`config.mk`:
```
export PLATFORM = sky130hd
export DESIGN_NAME = pulse_window_capture
export DESIGN_NICKNAME = d
export VERILOG_FILES = /design/src/rtl/pulse_window_capture.sv
export SDC_FILE = /design/constraint.sdc
export NUM_CORES = 1
export LEC_CHECK = 0
export BUFFER_PORTS_ARGS = -buffer_cell sky130_fd_sc_hd__buf_2
export CORE_ASPECT_RATIO = 2
export CORE_MARGIN = 2
export CORE_UTILIZATION = 62
export CTS_CLUSTER_SIZE = 14
export DETAILED_ROUTE_END_ITERATION = 16
export MAX_ROUTING_LAYER = met4
export PLACE_DENSITY = 0.85
export REMOVE_ABC_BUFFERS = 1
export SLEW_MARGIN = 20
export SYNTH_ARGS = -nofsm -noshare
export SYNTH_HDL_FRONTEND = slang
export SYNTH_SLANG_ARGS = --single-unit
```
`constraint.sdc`:
```
create_clock -name clk -period 5.5 [get_ports clk]
set_input_delay 1.65 -clock clk [delete_from_list [all_inputs] [get_ports clk]]
set_output_delay 1.65 -clock clk [all_outputs]
set_load 0.05 [all_outputs]
```
`src/rtl/pulse_window_capture.sv`:
```
// Trigger-gated ADC window forwarder with peak-minus-pedestal pulse height extraction.
// Optional macro PULSE_PED_AVG_EN selects an IIR pedestal instead of last-idle-sample pedestal.
module pulse_window_capture #(
  parameter int DATA_W   = 14,
  parameter int WIN_LEN  = 42,
  parameter int HOLDOFF  = 0,
  parameter int PED_LOG2 = 3,
  localparam int CNT_W   = $clog2(WIN_LEN)
) (
  input  logic              clk,
  input  logic              rst,
  input  logic              trigger_in,
  input  logic              polarity,
  input  logic [DATA_W-1:0] signal,
  output logic [DATA_W-1:0] result,
  output logic              window_active,
  output logic [CNT_W-1:0]  sample_idx,
  output logic [DATA_W-1:0] pulse_height,
  output logic [CNT_W-1:0]  peak_idx,
  output logic              pileup,
  output logic              height_valid
);

  localparam int HO_W = (HOLDOFF > 1) ? $clog2(HOLDOFF + 1) : 1;

  localparam logic [1:0] S_IDLE    = 2'd0;
  localparam logic [1:0] S_CAPTURE = 2'd1;
  localparam logic [1:0] S_HOLDOFF = 2'd2;

  logic [1:0]        state;
  logic [DATA_W-1:0] ped;
  logic [DATA_W-1:0] ped_next;
  logic [DATA_W-1:0] peak;
  logic [DATA_W-1:0] height_calc;
  logic [HO_W-1:0]   holdoff_cnt;
  logic              pol;
  logic              pileup_acc;
  logic              better;
  logic              last_sample;

`ifdef PULSE_PED_AVG_EN
  logic                ped_init;
  logic signed [DATA_W:0] ped_diff;
  logic signed [DATA_W:0] ped_avg;

  always_comb begin
    ped_diff = $signed({1'b0, signal}) - $signed({1'b0, ped});
    ped_avg  = $signed({1'b0, ped}) + (ped_diff >>> PED_LOG2);
    ped_next = ped_init ? ped_avg[DATA_W-1:0] : signal;
  end

  always_ff @(posedge clk) begin
    if (rst) ped_init <= 1'b0;
    else if (state == S_IDLE && !trigger_in) ped_init <= 1'b1;
  end
`else
  assign ped_next = signal;
`endif

  always_comb begin
    better      = pol ? (signal < peak) : (signal > peak);
    last_sample = (sample_idx == CNT_W'(WIN_LEN - 1));
    height_calc = '0;
    // Difference is clamped at zero so a pulse below pedestal reads as no pulse.
    if (pol) begin
      if (ped > peak) height_calc = ped - peak;
    end else begin
      if (peak > ped) height_calc = peak - ped;
    end
  end

  always_ff @(posedge clk) begin
    if (rst) begin
      state         <= S_IDLE;
      result        <= '0;
      window_active <= 1'b0;
      sample_idx    <= '0;
      pulse_height  <= '0;
      peak_idx      <= '0;
      pileup        <= 1'b0;
      height_valid  <= 1'b0;
      ped           <= '0;
      peak          <= '0;
      holdoff_cnt   <= '0;
      pol           <= 1'b0;
      pileup_acc    <= 1'b0;
    end else begin
      height_valid <= 1'b0;
      case (state)
        S_IDLE: begin
          sample_idx <= '0;
          if (trigger_in) begin
            state         <= S_CAPTURE;
            result        <= signal;
            window_active <= 1'b1;
            pol           <= polarity;
            peak          <= signal;
            peak_idx      <= '0;
            pileup_acc    <= 1'b0;
          end else begin
            result        <= '0;
            window_active <= 1'b0;
            ped           <= ped_next;
          end
        end
        S_CAPTURE: begin
          if (!last_sample) begin
            sample_idx <= sample_idx + CNT_W'(1);
            result     <= signal;
            pileup_acc <= pileup_acc | trigger_in;
            if (better) begin
              peak     <= signal;
              peak_idx <= sample_idx + CNT_W'(1);
            end
          end else begin
            result        <= '0;
            window_active <= 1'b0;
            sample_idx    <= '0;
            height_valid  <= 1'b1;
            pulse_height  <= height_calc;
            pileup        <= pileup_acc | trigger_in;
            if (HOLDOFF > 0) begin
              state       <= S_HOLDOFF;
              holdoff_cnt <= HO_W'(HOLDOFF);
            end else begin
              state <= S_IDLE;
            end
          end
        end
        S_HOLDOFF: begin
          result      <= '0;
          holdoff_cnt <= holdoff_cnt - HO_W'(1);
          if (holdoff_cnt <= HO_W'(1)) state <= S_IDLE;
        end
        default: state <= S_IDLE;
      endcase
    end
  end

endmodule

```
Word level (Yosys, flattened, before mapping) --
Index checks and enable logic that the tools add are counted.
Operators by class: multiplexer cells 28, $mul 0, shift operators 0, div/mod/pow operators 0, magnitude comparators 5, add/sub/neg operators 4, bitwise operators 3, reduce and logical (&&, ||, !) cells 11, equality and inequality tests 8
Operator list (number):
- 14-bit two-way mux | 8
- 14-bit > comparator | 3
- 14-bit case mux with 3 select lines | 1
- 14-bit case mux with 2 select lines | 1
- 14-bit subtractor | 2
- 6-bit two-way mux | 4
- 6-bit case mux with 2 select lines | 2
- 14-bit < comparator | 1
- 2-bit inequality test, second input constant | 5
- 2-bit AND reduction | 4
- 6-bit by 1-bit adder with 6-bit output, second input constant | 1
- 6-bit == test, second input constant | 1
- 1-bit two-way mux | 6
- 2-bit two-way mux | 3
- 2-bit case mux with 3 select lines | 1
- 3-bit AND reduction | 2
- 1-bit case mux with 2 select lines | 2
- 4-bit AND reduction | 1
- 3-bit nonzero test | 1
- 2-bit by 1-bit == test with 1-bit output, second input constant | 1
- 2-bit == test, second input constant | 1
- 2-bit zero test | 1
- 1-bit NOT | 2
- 2-bit nonzero test | 1
- 4 further kinds | 4
Storage, ports and cells: output and inout bits 43, logic and storage cells 72, memories 0, input port bits 18, latch bits 0, bits in read-only memories 0, memory bits (writable) 0, flip-flop bits (word level) 76

Longest topological paths before layout --
word-level depth 5, depth in mapped cells 12, mapped depth without buffers 11

Worst setup path after synthesis --
Ideal clock, no wire load.
kind input to register, from in signal[9], to reg peak[7], arrival 3.611 ns, setup time 0.128 ns, required time 5.372 ns, stages 9, path buffers 1, path slack 1.762 ns, cells stage by stage ha_1 > a211oi_1 > o21ai_0 > a221oi_1 > o21ai_0 > a211oi_2 > buf_2 > mux2i_1 > nor2_1
On the way: longest elaborated chain between the ends 4, elaborated cells between the ends (all ways) 5, classes of those cells order compare (2); eq/ne (1); mux (1); reduce/logical (1)
Ends and longest elaborated chain:
- from (decl) | line 14 | input logic [DATA_W-1:0] signal,
- 14-bit > comparator / 14-bit < comparator (equally long branches) | line 61 | better = pol ? (signal < peak) : (signal > peak);
- 1-bit two-way mux (*) | line 61
- 2-bit inequality test (no source line) (*)
- 4-bit AND reduction (no source line) (*)
- to (signal assigned) | line 97 | peak <= signal;
- to (signal assigned) | line 112 | peak <= signal;
- to (decl) | line 33 | logic [DATA_W-1:0] peak;
Every way passes the cells marked *; elsewhere a longest branch is shown, timed or not. A chain may end at the register's enable or synchronous reset.

Worst setup path after layout --
from in signal[9], to reg peak[0]
The elaborated chain is that of the path after synthesis.

==> results.toml <==
[synth]
muxShareOfSynthArea = 0.0365
yosysUniqueCellTypes = 60
syn_area_per_cell_um2 = 8.56
synth_cells = 513
synthSimpleGateAreaFrac = 0.201
synth_edf_count = 0
synth_top_family_by_area = "compound AO/OA/AOI/OAI gates"
async_reset_ff_frac = 0
ys_seq_area_frac = 0.337
synth_xor_area_frac = 0.0120
synthAdderAreaFrac = 0.134
synth_ff_type = "dfxtp_1"
syn-cell-area_um2 = 4390
synth_compound_area_frac = 0.209
yosys_register_bits = 74
yosys_warnings = 0

[power]
irDropWorstVdd_uv = 245
p_leak_uw = 0.00225
power.density_nw_per_um2 = 326
power.total_uw = 1630

[setup_path]
path_cells = "buf_2, ha_1, a211oi_1, o21ai_0, a221oi_1, o21ai_0, a211oi_4, buf_4, mux2i_1, nor2_1"
reg2reg_depth = 11
crit_path_max_fanout = 19
regToRegStartpoint = "peak[0]"
end_kind = "flip-flop"
cp.arrival_ps = 4280
cpMostUsedCell = "o21ai_0"
crit_slowest_cell = "a211oi_4"
cp-start-kind = "primary input"
cp-startpoint = "signal[9]"
crit_type = "in2reg"
max_stage_delay_ps = 430
required_ps = 5730

[global_routing]
grt_pass1_wl_um = 19500
antenna_found_initial = 0
grt_overflow_total = 0
grt_max_degree = 44
grt_use_total = 0.330
grt_pass1_vias = 4073

[job]
drv_cap = 0

[placement]
routabilityCongestion = 0.965
dp_cells = 640
io_buffers = 60
dp_hpwl_um = 8480

[cts]
path_clk_slew_ps = 60
cts_buffers = 9
htreeDepth = 3
cts_repair_resize_count = 0
cts_sinks = 74
cts_tree = "built"
cts_max_path_buffers = 2
cts_root_buf = "clkbuf_16"
postCtsHoldBufs = 0
cts_setup_buffers = 0
clk-insertion-delay-late_ps = 340

[detailed_routing]
wl_um = 11900
drc = 0
vias = 4090
dr.first_iter.drc_count = 277
drtPass1Iterations = 5
post_drt_wl_per_cell_um = 18.2
ant_nets = 0
viasPerCell = 6.23

[sta]
rsz0062_at_grt = "false"
finalSetupTns_ps = 0
hold_viol = 0
setup_violations = 0
period_needed_ps = 4060
fmax_ghz = 0.247
min_period_over_period = 0.737
worst_pin_slew_ps = 832
skew_ps = 4.42
relSlewSlack = 0.438
drv_slew = 0

[min_path]
min_from = "pulse_height[8]"
min_path_cells = 2
hp-class = "reg2reg"

[floorplan]
initial_core_util = 0.638
die_h_um = 123
core_um2 = 6890
dieArea_um2 = 7820
io_pins = 61
die_w_um = 63.5
rows = 43

[run_status]
status = "complete, no violations"

[cells_and_area]
num_antenna_cells = 0
instances_no_fill = 656
syn_to_final_growth_pct = 13.9
nNetsFinal = 625
drive_gt1_frac = 0.163
[cells in the final DEF, fill, tap and decap left out, drive strengths merged, types with 4 or more instances in the layout]
cell type,netlist,layout
dfxtp,74,74
buf,14,66
nand2,46,46
ha,44,44
nor2,43,43
inv,39,40
a21oi,36,36
mux2i,16,16
and2,16,16
nand3,12,12
nor3,12,12
clkbuf,15,11
nand3b,10,10
o21ai,10,10
a21o,9,9
a221o,8,8
and3,8,8
a221oi,7,7
o41ai,7,7
o21a,7,7
a31oi,6,6
a211oi,6,6
nand4,5,5
nor4,5,5
nor2b,5,5
o221ai,5,5
o2bb2ai,4,4
a41oi,4,4
[power breakdown]
group / switching (µW) / total, µW / internal [µW] / leakage [µW]
Clock: 238 / 604 / 366 / 0.000142
Sequential: 18.4 / 578 / 559 / 0.000605
Combinational: 282 / 449 / 167 / 0.00150
Total: 538 / 1630 / 1090 / 0.00225
[sequential cells by signal (all words and copies together), names as in the netlist]
signal         cells
state              1
pileup             1
peak              14
sample_idx         6
peak_idx           6
result            14
window_active      1
pileup_acc         1
ped               14
pulse_height      14
height_valid       1
pol                1
[area by class of cell]
type	instances	area, µm²
clock buffer	11	243
tap	90	113
timing repair buffer	66	345
multi-input combinational	371	2610
inverter	39	146
fill	568	1880
sequential	74	1480
clock inverter	5	62.6
[stage by stage]
step                cell area (µm²)   util  hold WS (ps)  worst slack [ps]
floorplan                      4230      -           448              1120
global placement               4700  0.682           435              1200
detailed placement             4700  0.682           442              1220
CTS                            5000  0.726           449              1480
global route                   5000  0.726           477              1280
finish                         5000  0.726           447              1440
[Yosys cell counts, types with 2 or more instances]
master / n / share of area
nor2b_1: 5 / 0.0071
a221oi_1: 7 / 0.014
o21bai_1: 2 / 0.0034
xnor2_1: 3 / 0.0060
nor2_1: 43 / 0.037
nand3_1: 12 / 0.014
a22o_1: 2 / 0.0040
o21ai_0: 9 / 0.010
fa_1: 2 / 0.0091
o41ai_1: 7 / 0.014
a31oi_1: 6 / 0.0085
a41oi_1: 4 / 0.0080
mux2i_1: 16 / 0.036
ha_1: 44 / 0.13
a221o_1: 7 / 0.016
o2bb2ai_1: 4 / 0.0080
a211oi_1: 5 / 0.0085
or2_2: 3 / 0.0043
xor2_1: 3 / 0.0060
buf_6: 4 / 0.010
o211a_1: 2 / 0.0046
nor3_1: 12 / 0.014
buf_2: 3 / 0.0034
nand3b_1: 10 / 0.017
inv_1: 39 / 0.033
and2_1: 16 / 0.023
o22ai_1: 2 / 0.0028
nand2_1: 46 / 0.039
nand2b_1: 3 / 0.0043
buf_4: 5 / 0.0085
or3_1: 3 / 0.0043
clkbuf_1: 15 / 0.013
nor3b_1: 2 / 0.0034
nand4_1: 5 / 0.0071
o221ai_1: 5 / 0.010
buf_1: 2 / 0.0017
a21o_1: 9 / 0.015
o21a_1: 6 / 0.010
or4_1: 2 / 0.0034
and3_1: 6 / 0.0085
dfxtp_1: 74 / 0.34
a21oi_1: 36 / 0.041
nor4_1: 5 / 0.0071
[critical path, delay by kind of cell]
| family | cells | cell delay (ps) |
|---|---|---|
| AND/OR/NAND/NOR | 1 | 60 |
| multiplexers | 1 | 270 |
| buffers and inverters | 2 | 510 |
| AO/OA/AOI/OAI | 5 | 1470 |
| adder cells (fa/ha/maj) | 1 | 320 |
[final timing paths]
kind	end	slack (ps)
setup / recovery	peak[0]	1440
hold / removal	pulse_height[8]	450
setup reg to reg	pulse_height[12]	2090
hold reg to reg	pulse_height[8]	450
[layer usage]
metal | GRT usage | vias up | part of all wire
li1 | - | 1933 | -
met1 | 0.320 | 1937 | 0.36
met2 | 0.602 | 170 | 0.55
met3 | 0.0573 | 50 | 0.045
met4 | 0.197 | 0 | 0.046
met5 | - | - | 0
[kinds of logic (layout without fill, tap and decap cells)]
logic type                 Yosys count  after routing
and+or+nand+nor                    177            177
DFF                                 74             74
adders and majority gates           46             46
xor gates and xnor gates             6              6
muxes                               16             16
buffers and inverters               68            121
AOI/OAI and AO/OA                  126            126
No activity file was read; power rests on OpenSTA's default activity.
